`src/rtl/alu_pkg.sv`:
```
// ----------------------------------------------------------------------------
// alu_pkg
// Shared definitions for the sequential add/subtract unit:
//   - operation encoding (ALU_ADD / ALU_SUB) carried on in_op
//   - control state encoding for the three-state sequencer
//   - default operand width and per-cycle chunk width
// No ports (package).
// ----------------------------------------------------------------------------
package alu_pkg;

   localparam logic ALU_ADD = 1'b0;
   localparam logic ALU_SUB = 1'b1;

   localparam int DEF_WIDTH = 64;
   localparam int DEF_CHUNK = 16;

   typedef enum logic [1:0] {
      ST_IDLE = 2'd0,
      ST_CALC = 2'd1,
      ST_DONE = 2'd2
   } alu_state_t;

endpackage : alu_pkg

```
`src/rtl/add_chunk.sv`:
```
// ----------------------------------------------------------------------------
// add_chunk
// Combinational W-bit adder slice with carry in and carry out. The sequencer
// reuses a single instance every compute cycle on successive operand chunks.
// Ports:
//   a    in  W  addend chunk
//   b    in  W  addend chunk (already inverted by the caller for subtraction)
//   cin  in  1  carry into bit 0
//   sum  out W  chunk sum
//   cout out 1  carry out of bit W-1
// ----------------------------------------------------------------------------
module add_chunk #(
   parameter int W = 16
) (
   input  logic [W-1:0] a,
   input  logic [W-1:0] b,
   input  logic         cin,
   output logic [W-1:0] sum,
   output logic         cout
);

   logic [W:0] total_s;

   // Widen by one bit so the carry out falls into the top position.
   assign total_s = {1'b0, a} + {1'b0, b} + {{W{1'b0}}, cin};
   assign sum     = total_s[W-1:0];
   assign cout    = total_s[W];

endmodule : add_chunk

```
`src/rtl/alu_addsub_seq.sv`:
```
// ----------------------------------------------------------------------------
// alu_addsub_seq
// Multi-cycle add/subtract unit for the sequential Y-86 execute stage. The
// sum is built CHUNK bits per cycle over NCHUNK cycles; subtraction is formed
// as a + ~b + 1. Produces result, carry and Y-86 condition codes.
// Ports:
//   clk        in  1      rising-edge clock
//   rst        in  1      synchronous active-high reset
//   in_valid   in  1      operands and op are valid
//   in_ready   out 1      unit can accept operands (IDLE only)
//   in_a       in  WIDTH  operand a
//   in_b       in  WIDTH  operand b
//   in_op      in  1      0 = ADD, 1 = SUB
//   out_valid  out 1      result and flags are valid (DONE)
//   out_ready  in  1      consumer accepts the result
//   out_result out WIDTH  a+b or a-b modulo 2^WIDTH
//   out_carry  out 1      carry out of the MSB (SUB: 1 = no borrow)
//   out_zf     out 1      result is zero
//   out_sf     out 1      result sign bit
//   out_of     out 1      signed overflow
// All outputs are driven straight from registers.
// ----------------------------------------------------------------------------
module alu_addsub_seq
   import alu_pkg::*;
#(
   parameter int WIDTH = DEF_WIDTH,
   parameter int CHUNK = DEF_CHUNK
) (
   input  logic             clk,
   input  logic             rst,
   input  logic             in_valid,
   output logic             in_ready,
   input  logic [WIDTH-1:0] in_a,
   input  logic [WIDTH-1:0] in_b,
   input  logic             in_op,
   output logic             out_valid,
   input  logic             out_ready,
   output logic [WIDTH-1:0] out_result,
   output logic             out_carry,
   output logic             out_zf,
   output logic             out_sf,
   output logic             out_of
);

   localparam int NCHUNK = WIDTH / CHUNK;
   localparam int IDX_W  = (NCHUNK > 1) ? $clog2(NCHUNK) : 1;
   localparam logic [IDX_W-1:0] LAST_IDX = IDX_W'(NCHUNK - 1);

   // ---- registered state -------------------------------------------------
   alu_state_t       state_r,      state_nxt;
   logic [IDX_W-1:0] idx_r,        idx_nxt;
   // Operand shift registers: the chunk being added is always the low CHUNK bits.
   logic [WIDTH-1:0] a_r,          a_nxt;
   logic [WIDTH-1:0] b_r,          b_nxt;
   logic             carry_r,      carry_nxt;
   // Partial sum, filled from the top so chunk 0 ends up in the low bits.
   logic [WIDTH-1:0] acc_r,        acc_nxt;
   // Sign of a and sign of the effective (possibly inverted) b.
   logic             sa_r,         sa_nxt;
   logic             sb_r,         sb_nxt;
   logic             in_ready_r,   in_ready_nxt;
   logic             out_valid_r,  out_valid_nxt;
   logic [WIDTH-1:0] out_result_r, out_result_nxt;
   logic             out_carry_r,  out_carry_nxt;
   logic             out_zf_r,     out_zf_nxt;
   logic             out_sf_r,     out_sf_nxt;
   logic             out_of_r,     out_of_nxt;

   // ---- chunk adder ------------------------------------------------------
   logic [CHUNK-1:0] sum_s;
   logic             cout_s;
   logic [WIDTH-1:0] acc_shift_s;

   add_chunk #(.W(CHUNK)) u_add_chunk (
      .a    (a_r[CHUNK-1:0]),
      .b    (b_r[CHUNK-1:0]),
      .cin  (carry_r),
      .sum  (sum_s),
      .cout (cout_s)
   );

   // Accumulator after inserting this cycle's chunk sum at the top.
   always_comb begin
      acc_shift_s                    = acc_r >> CHUNK;
      acc_shift_s[WIDTH-1 -: CHUNK]  = sum_s;
   end

   // Next-state and next-output logic for the IDLE/CALC/DONE sequencer.
   always_comb begin
      state_nxt      = state_r;
      idx_nxt        = idx_r;
      a_nxt          = a_r;
      b_nxt          = b_r;
      carry_nxt      = carry_r;
      acc_nxt        = acc_r;
      sa_nxt         = sa_r;
      sb_nxt         = sb_r;
      in_ready_nxt   = in_ready_r;
      out_valid_nxt  = out_valid_r;
      out_result_nxt = out_result_r;
      out_carry_nxt  = out_carry_r;
      out_zf_nxt     = out_zf_r;
      out_sf_nxt     = out_sf_r;
      out_of_nxt     = out_of_r;

      case (state_r)
         ST_IDLE: begin
            if (in_valid) begin
               state_nxt    = ST_CALC;
               in_ready_nxt = 1'b0;
               idx_nxt      = '0;
               a_nxt        = in_a;
               // SUB: a + ~b + 1, the +1 enters as the initial carry.
               b_nxt        = in_b ^ {WIDTH{in_op == ALU_SUB}};
               carry_nxt    = (in_op == ALU_SUB);
               acc_nxt      = '0;
               sa_nxt       = in_a[WIDTH-1];
               // With b's sign folded through the inversion, the ADD rule
               // (equal input signs, different result sign) also covers SUB.
               sb_nxt       = in_b[WIDTH-1] ^ (in_op == ALU_SUB);
            end else begin
               state_nxt    = ST_IDLE;
            end
         end

         ST_CALC: begin
            a_nxt     = a_r >> CHUNK;
            b_nxt     = b_r >> CHUNK;
            carry_nxt = cout_s;
            acc_nxt   = acc_shift_s;
            if (idx_r == LAST_IDX) begin
               state_nxt      = ST_DONE;
               idx_nxt        = '0;
               out_valid_nxt  = 1'b1;
               out_result_nxt = acc_shift_s;
               out_carry_nxt  = cout_s;
               out_zf_nxt     = (acc_shift_s == {WIDTH{1'b0}});
               out_sf_nxt     = acc_shift_s[WIDTH-1];
               out_of_nxt     = (sa_r == sb_r) && (acc_shift_s[WIDTH-1] != sa_r);
            end else begin
               state_nxt      = ST_CALC;
               idx_nxt        = idx_r + IDX_W'(1);
            end
         end

         ST_DONE: begin
            if (out_ready) begin
               state_nxt     = ST_IDLE;
               out_valid_nxt = 1'b0;
               in_ready_nxt  = 1'b1;
            end else begin
               state_nxt     = ST_DONE;
            end
         end

         default: begin
            state_nxt     = ST_IDLE;
            in_ready_nxt  = 1'b1;
            out_valid_nxt = 1'b0;
         end
      endcase
   end

   // State and output registers with synchronous reset.
   always_ff @(posedge clk) begin
      if (rst) begin
         state_r      <= ST_IDLE;
         idx_r        <= '0;
         a_r          <= '0;
         b_r          <= '0;
         carry_r      <= 1'b0;
         acc_r        <= '0;
         sa_r         <= 1'b0;
         sb_r         <= 1'b0;
         in_ready_r   <= 1'b1;
         out_valid_r  <= 1'b0;
         out_result_r <= '0;
         out_carry_r  <= 1'b0;
         out_zf_r     <= 1'b0;
         out_sf_r     <= 1'b0;
         out_of_r     <= 1'b0;
      end else begin
         state_r      <= state_nxt;
         idx_r        <= idx_nxt;
         a_r          <= a_nxt;
         b_r          <= b_nxt;
         carry_r      <= carry_nxt;
         acc_r        <= acc_nxt;
         sa_r         <= sa_nxt;
         sb_r         <= sb_nxt;
         in_ready_r   <= in_ready_nxt;
         out_valid_r  <= out_valid_nxt;
         out_result_r <= out_result_nxt;
         out_carry_r  <= out_carry_nxt;
         out_zf_r     <= out_zf_nxt;
         out_sf_r     <= out_sf_nxt;
         out_of_r     <= out_of_nxt;
      end
   end

   assign in_ready   = in_ready_r;
   assign out_valid  = out_valid_r;
   assign out_result = out_result_r;
   assign out_carry  = out_carry_r;
   assign out_zf     = out_zf_r;
   assign out_sf     = out_sf_r;
   assign out_of     = out_of_r;

endmodule : alu_addsub_seq

```
`config.mk`:
```
export PLATFORM = sky130hd
export DESIGN_NAME = alu_addsub_seq
export DESIGN_NICKNAME = d
export VERILOG_FILES = /design/src/rtl/alu_pkg.sv /design/src/rtl/add_chunk.sv /design/src/rtl/alu_addsub_seq.sv
export SDC_FILE = /design/constraint.sdc
export NUM_CORES = 1
export LEC_CHECK = 0
export ABC_AREA = 1
export CAP_MARGIN = 20
export CORE_ASPECT_RATIO = 1.5
export CORE_MARGIN = 1
export CORE_UTILIZATION = 66
export DETAILED_ROUTE_END_ITERATION = 10
export DONT_BUFFER_PORTS = 1
export PLACE_DENSITY = 0.78
export SYNTH_ARGS = -nofsm -noshare
export SYNTH_HDL_FRONTEND = slang
export SYNTH_HIERARCHICAL = 1
export SYNTH_SLANG_ARGS = --single-unit
export TNS_END_PERCENT = 100
```
`constraint.sdc`:
```
create_clock -name clk -period 4.1 [get_ports clk]
set_clock_uncertainty 0.2 [all_clocks]
set_input_delay 0.615 -clock clk [delete_from_list [all_inputs] [get_ports clk]]
set_output_delay 0.615 -clock clk [all_outputs]
set_load 0.01 [all_outputs]
```
=== Yosys cells after proc, flatten, opt, wreduce, memory -nomap -nowiden ===
Cells that the tools add are included.
W data, S select, Z words.

* Register bits after elaboration: 269
* Word-level logic and storage cells: 60
* ROM bits: 0
* Bits in latches: 0
* Bits in writable memories: 0
* Memories: 0
* Output and inout port bits: 70

* Add/sub/neg operators: 3
* Equality and inequality tests: 8
* Shift-type cells: 0
* Multiply operators: 0
* Order comparisons: 0
* Divide/modulo/power cells: 0
* Mux-type cells: 21
* Bitwise gates (word level): 4
* Reductions and logical operators: 9

{| class="wikitable"
|+ Operators with widths
! operator !! number
|-
| $pmux W64 S2 || 3
|-
| $mux W64 || 3
|-
| $logic_not A64 Y1 || 1
|-
| $xor A64 B64 Y64 || 1
|-
| $add A16 B16 Y17 || 1
|-
| $add A17 B1 Y17 || 1
|-
| $mux W2 || 4
|-
| $mux W1 || 6
|-
| $ne A2 B2 Y1 const B || 3
|-
| $pmux W1 S3 || 2
|-
| $pmux W2 S3 || 1
|-
| $reduce_and A2 Y1 || 3
|-
| $reduce_and A3 Y1 || 2
|-
| $eq A2 B2 Y1 const B || 2
|-
| $pmux W2 S2 || 1
|-
| $add A2 B1 Y2 const B || 1
|-
| $eq A2 B1 Y1 const B || 1
|-
| $logic_not A2 Y1 || 1
|-
| $not A1 Y1 || 2
|-
| $pmux W1 S2 || 1
|-
| $reduce_bool A2 Y1 || 1
|-
| $eq A1 B1 Y1 || 1
|-
| $logic_and A1 B1 Y1 || 1
|-
| $ne A1 B1 Y1 || 1
|-
| $xor A1 B1 Y1 || 1
|}

=== Logic depth before layout (Yosys ltp) ===
* Depth in word-level cells: 4
* Mapped depth: 16
* Depth with buffers taken out: 16

=== By module ===
Netlist, hierarchy kept.

{| class="wikitable"
|+ Modules (own cells, without submodules)
! module !! seq. area each (um2) !! instances !! cells each !! area each (um2)
|-
| alu_addsub_seq || 5044.8 || 1 || 1403 || 10400.0
|-
| add_chunk || 0.0 || 1 || 184 || 978.4
|}

=== Worst setup path before layout ===
Ideal clock, no wire load.

* Path type: flip-flop to flip-flop
* From: register a_r[0]
* To: register out_zf_r (netlist: out_zf)
* Required time: 3.830 ns
* Period minus slack after synthesis: 2.454 ns
* Path buffers: 0
* Cell stages (with the launch flop): 15
* Arrival time: 2.183 ns
* Path slack: 1.646 ns
* Setup time: 0.070 ns
* Cell sequence: dfxtp_1 > fa_1 > fa_1 > nand2_1 > nand2_1 > and2_4 > nand3_2 > nand3_1 > nand2_1 > nand2_1 > nor3_1 > nand3_1 > nor2_1 > nand3_1 > a21oi_1

* Cells in the longest elaborated chain, start to end: 3

{| class="wikitable"
|+ Ends and longest elaborated chain
! element !! line !! RTL
|-
| start: declaration || alu_addsub_seq.sv:53 || <nowiki>logic [WIDTH-1:0] a_r, a_nxt;</nowiki>
|-
| start signal: assignment || alu_addsub_seq.sv:185 || <nowiki>a_r <= a_nxt;</nowiki>
|-
| $add A16 B16 Y17 || add_chunk.sv:25 || <nowiki>assign total_s = {1'b0, a} + {1'b0, b} + {{W{1'b0}}, cin};</nowiki>
|-
| $add A17 B1 Y17 || add_chunk.sv:25 ||
|-
| named net sum_s[12] || alu_addsub_seq.sv:70 || <nowiki>logic [CHUNK-1:0] sum_s;</nowiki>
|-
| $logic_not A64 Y1 || alu_addsub_seq.sv:137 || <nowiki>out_zf_nxt = (acc_shift_s == {WIDTH{1'b0}});</nowiki>
|-
| end signal: assignment || alu_addsub_seq.sv:195 || <nowiki>out_zf_r <= out_zf_nxt;</nowiki>
|-
| end: declaration || alu_addsub_seq.sv:65 || <nowiki>logic out_zf_r, out_zf_nxt;</nowiki>
|}

The timed path passes the listed nets, and every way through them passes these cells.
A chain may end at the register's enable or synchronous reset.

=== Worst setup path after layout ===
* From: register state_r[0]
* To: register a_r[13]

* Cells in the longest elaborated chain, start to end: 3

{| class="wikitable"
|+ Ends and longest elaborated chain
! element !! line !! RTL
|-
| start: declaration || alu_addsub_seq.sv:50 || <nowiki>alu_state_t state_r, state_nxt;</nowiki>
|-
| start signal: assignment || alu_addsub_seq.sv:183 || <nowiki>state_r <= state_nxt;</nowiki>
|-
| $eq A2 B1 Y1 or $logic_not A2 Y1 (tied branches) || alu_addsub_seq.sv:106 || <nowiki>case (state_r)</nowiki>
|-
| $reduce_bool A2 Y1 (no line) or $ne A2 B2 Y1 (tied branches) || - ||
|-
| $reduce_and A2 Y1 (no line) || - ||
|}

Parallel ways exist; a longest one is shown, timed or not.

==> results.yml <==
synth:
  yosysTopAreaCell: "dfxtp_1"
  synth_seq_cells: 252
  yosys_warnings: 6
  synthFlopType: "dfxtp_1"
  synthArstFlopShare: 0
  syn-num-nets: 1738
  netlist.area_leader.share: 0.443
  synthTopCellsByArea: "dfxtp_1 (44%), nand2_1 (20%), a21oi_1 (6.1%), xor2_1 (3.2%), inv_1 (3.0%)"
  synth_area_um2: 11400
  synth-seq-area-share: 0.443
  synth_most_common_cell: "nand2_1"
  avgSynthCellArea_um2: 7.17
  syn_inst: 1587
  synth_common_cells: "nand2_1 (609), dfxtp_1 (252), a21oi_1 (138)"
  synth.distinct_cells: 38
  synth-edff-count: 0
clocking:
  clock_path_buffers: 3
  hold_buffers: 2
  cts_sinks: 252
  cts-root-buf: "clkbuf_16"
  insertion_delay_ps: 510
  cts_tree: "done"
  path_clk_slew_ps: 70
  cts_setup_buffers: 0
  cts_buffers: 24
  ctsHtreeMaxLevel: 1
  cts.repair.resized: 0
sta:
  drv_slew: 0
  rsz0062_at_grt: "false"
  setup_viol: 0
  fin_crit_sh: 0.711
  tns_ps: 0
  fmaxAchievable_ghz: 0.343
  hold_viol_final: 0
  finalCriticalPeriod_ps: 2920
  slew_headroom: 0.320
  worst_slew_pin_slew_ps: 1020
global_route:
  grt_pass1_vias: 9152
  grt_pass1_wl_um: 46500
  grt-ovfl-total: 0
  antenna_found_initial: 0
  grt_use_total: 0.336
  grt_max_degree: 118
floorplan:
  pin_count: 203
  die_x_um: 109
  rows: 58
  die_area_um2: 17800
  coreArea_um2: 16800
  initial_utilization: 0.676
  die_h_um: 163
layout:
  fill_cells: 1414
  regArea_um2: 5040
  multi_input_area_um2: 5490
  postLayoutCoreUtil: 0.716
  drive_above_1_share: 0.0514
  n_antenna_cell: 0
  fin_nets: 1674
  area_delta_synth_final_pct: 5.87
routing:
  final_antenna_net_count: 0
  dr_total_vias: 9777
  wirelength_um: 29900
  drt_iter0_markers: 940
  firstDrtPassIters: 5
  drc: 0
  wl_per_cell_um: 17.1
  vias_per_cell: 5.59
power_and_ir_drop:
  vdd_ir_drop_max_mv: 0.389
  powerDensity_nw_per_um2: 455
  p_leak_nw: 5.12
worst_setup_path:
  required_ps: 4280
  crit_start: "state_r[0]$_SDFF_PP0_"
  arrival_ps: 3090
  crit_fanout: 103
  critPathKind: "register to register"
  setup.worst_path.start_class: "register"
  worstSetupEndpointType: "register"
  r2r-start: "state_r[0]$_SDFF_PP0_"
outcome:
  status: "finished clean"
run:
  drv_cap: 0
min_path:
  hp-start: "in_a[50]"
  min_path_type: "input pin to register"
place:
  gp_congestion: 0.911
  place_hpwl_um: 20400
  portBuffers: 0
[layout make-up]
cell class | instances | share of cell area
multi-input cells | 1135 | 0.456
flip-flops and latches | 252 | 0.419
clock buffers | 34 | 0.0564
inverters | 98 | 0.0308
well taps | 210 | 0.0218
repair buffers | 12 | 0.0104
clock inverters | 7 | 0.00592
[final timing paths]
path | end | slack [ps] | cells after the start
max | a_r[13]$_SDFFE_PP0P_ | 1180 | 5
min | a_r[50]$_SDFFE_PP0P_ | 40 | 2
max reg2reg | a_r[13]$_SDFFE_PP0P_ | 1180 | 5
min reg2reg | a_r[52]$_SDFFE_PP0P_ | 260 | 2
[critical path, stage by stage (launching register included)]
cell     delay [ps]
dfxtp_1         460
nand2_4         360
nand2_4         170
buf_4           710
o21ai_0         380
a31oi_1         430
[flip-flops by register name (all words and copies together) (netlist names)]
name / cells
idx_r: 2
in_ready: 1
a_r: 64
out_zf: 1
out_of: 1
sb_r: 1
out_carry: 1
carry_r: 1
state_r: 2
sa_r: 1
out_result: 64
acc_r: 48
out_valid: 1
b_r: 64
[kinds of logic after synthesis]
logic type | Yosys count | synth area share
AOI/OAI and AO/OA | 294 | 0.146
DFF | 252 | 0.443
and+or+nand+nor | 752 | 0.259
xor gates and xnor gates | 71 | 0.0547
buffers and inverters | 200 | 0.0751
adders and majority gates | 18 | 0.0211
[power breakdown]
| group | internal, W | switching [W] |
|---|---|---|
| sequential | 0.00257 | 0.0000856 |
| clock | 0.00122 | 0.000916 |
| combinational | 0.000230 | 0.000456 |
[through the flow]
stage               hold slack [ps]  power (W)  cells  setup slack, ps  cell area [µm²]
detailed placement              247    0.00336   1705             1270            11300
finish                         41.5    0.00548   1748             1180            12000
global route                   42.2    0.00567   1748             1030            12000
CTS                            34.1    0.00549   1748             1250            12000
global placement                238    0.00335   1705             1260            11300
floorplan                       229    0.00323   1587             1650            11400
[layer usage]
metal | wire length [µm] | GRT usage | up-vias
met5 | 0 | 0 | -
met2 | 15300 | 0.599 | 324
met3 | 1650 | 0.0588 | 95
met4 | 1960 | 0.204 | 0
met1 | 11000 | 0.361 | 4429
li1 | - | - | 4929
[layout by cell type, fill, tap and decap left out, drive strengths merged]
cell         count
a211oi           6
a21oi          138
a31o             2
a31oi           50
and2             1
buf             11
bufinv           1
clkbuf          34
clkinv           7
dfxtp          252
dlygate4sd3      1
fa               2
ha              16
inv             97
nand2          618
nand3           33
nand3b           2
nand4            2
nor2            89
nor3             5
o211ai          25
o21a             1
o21ai           69
o21bai           1
o221ai           2
or2              2
xnor2           29
xor2            42
Power figures use the tool's default switching activity.
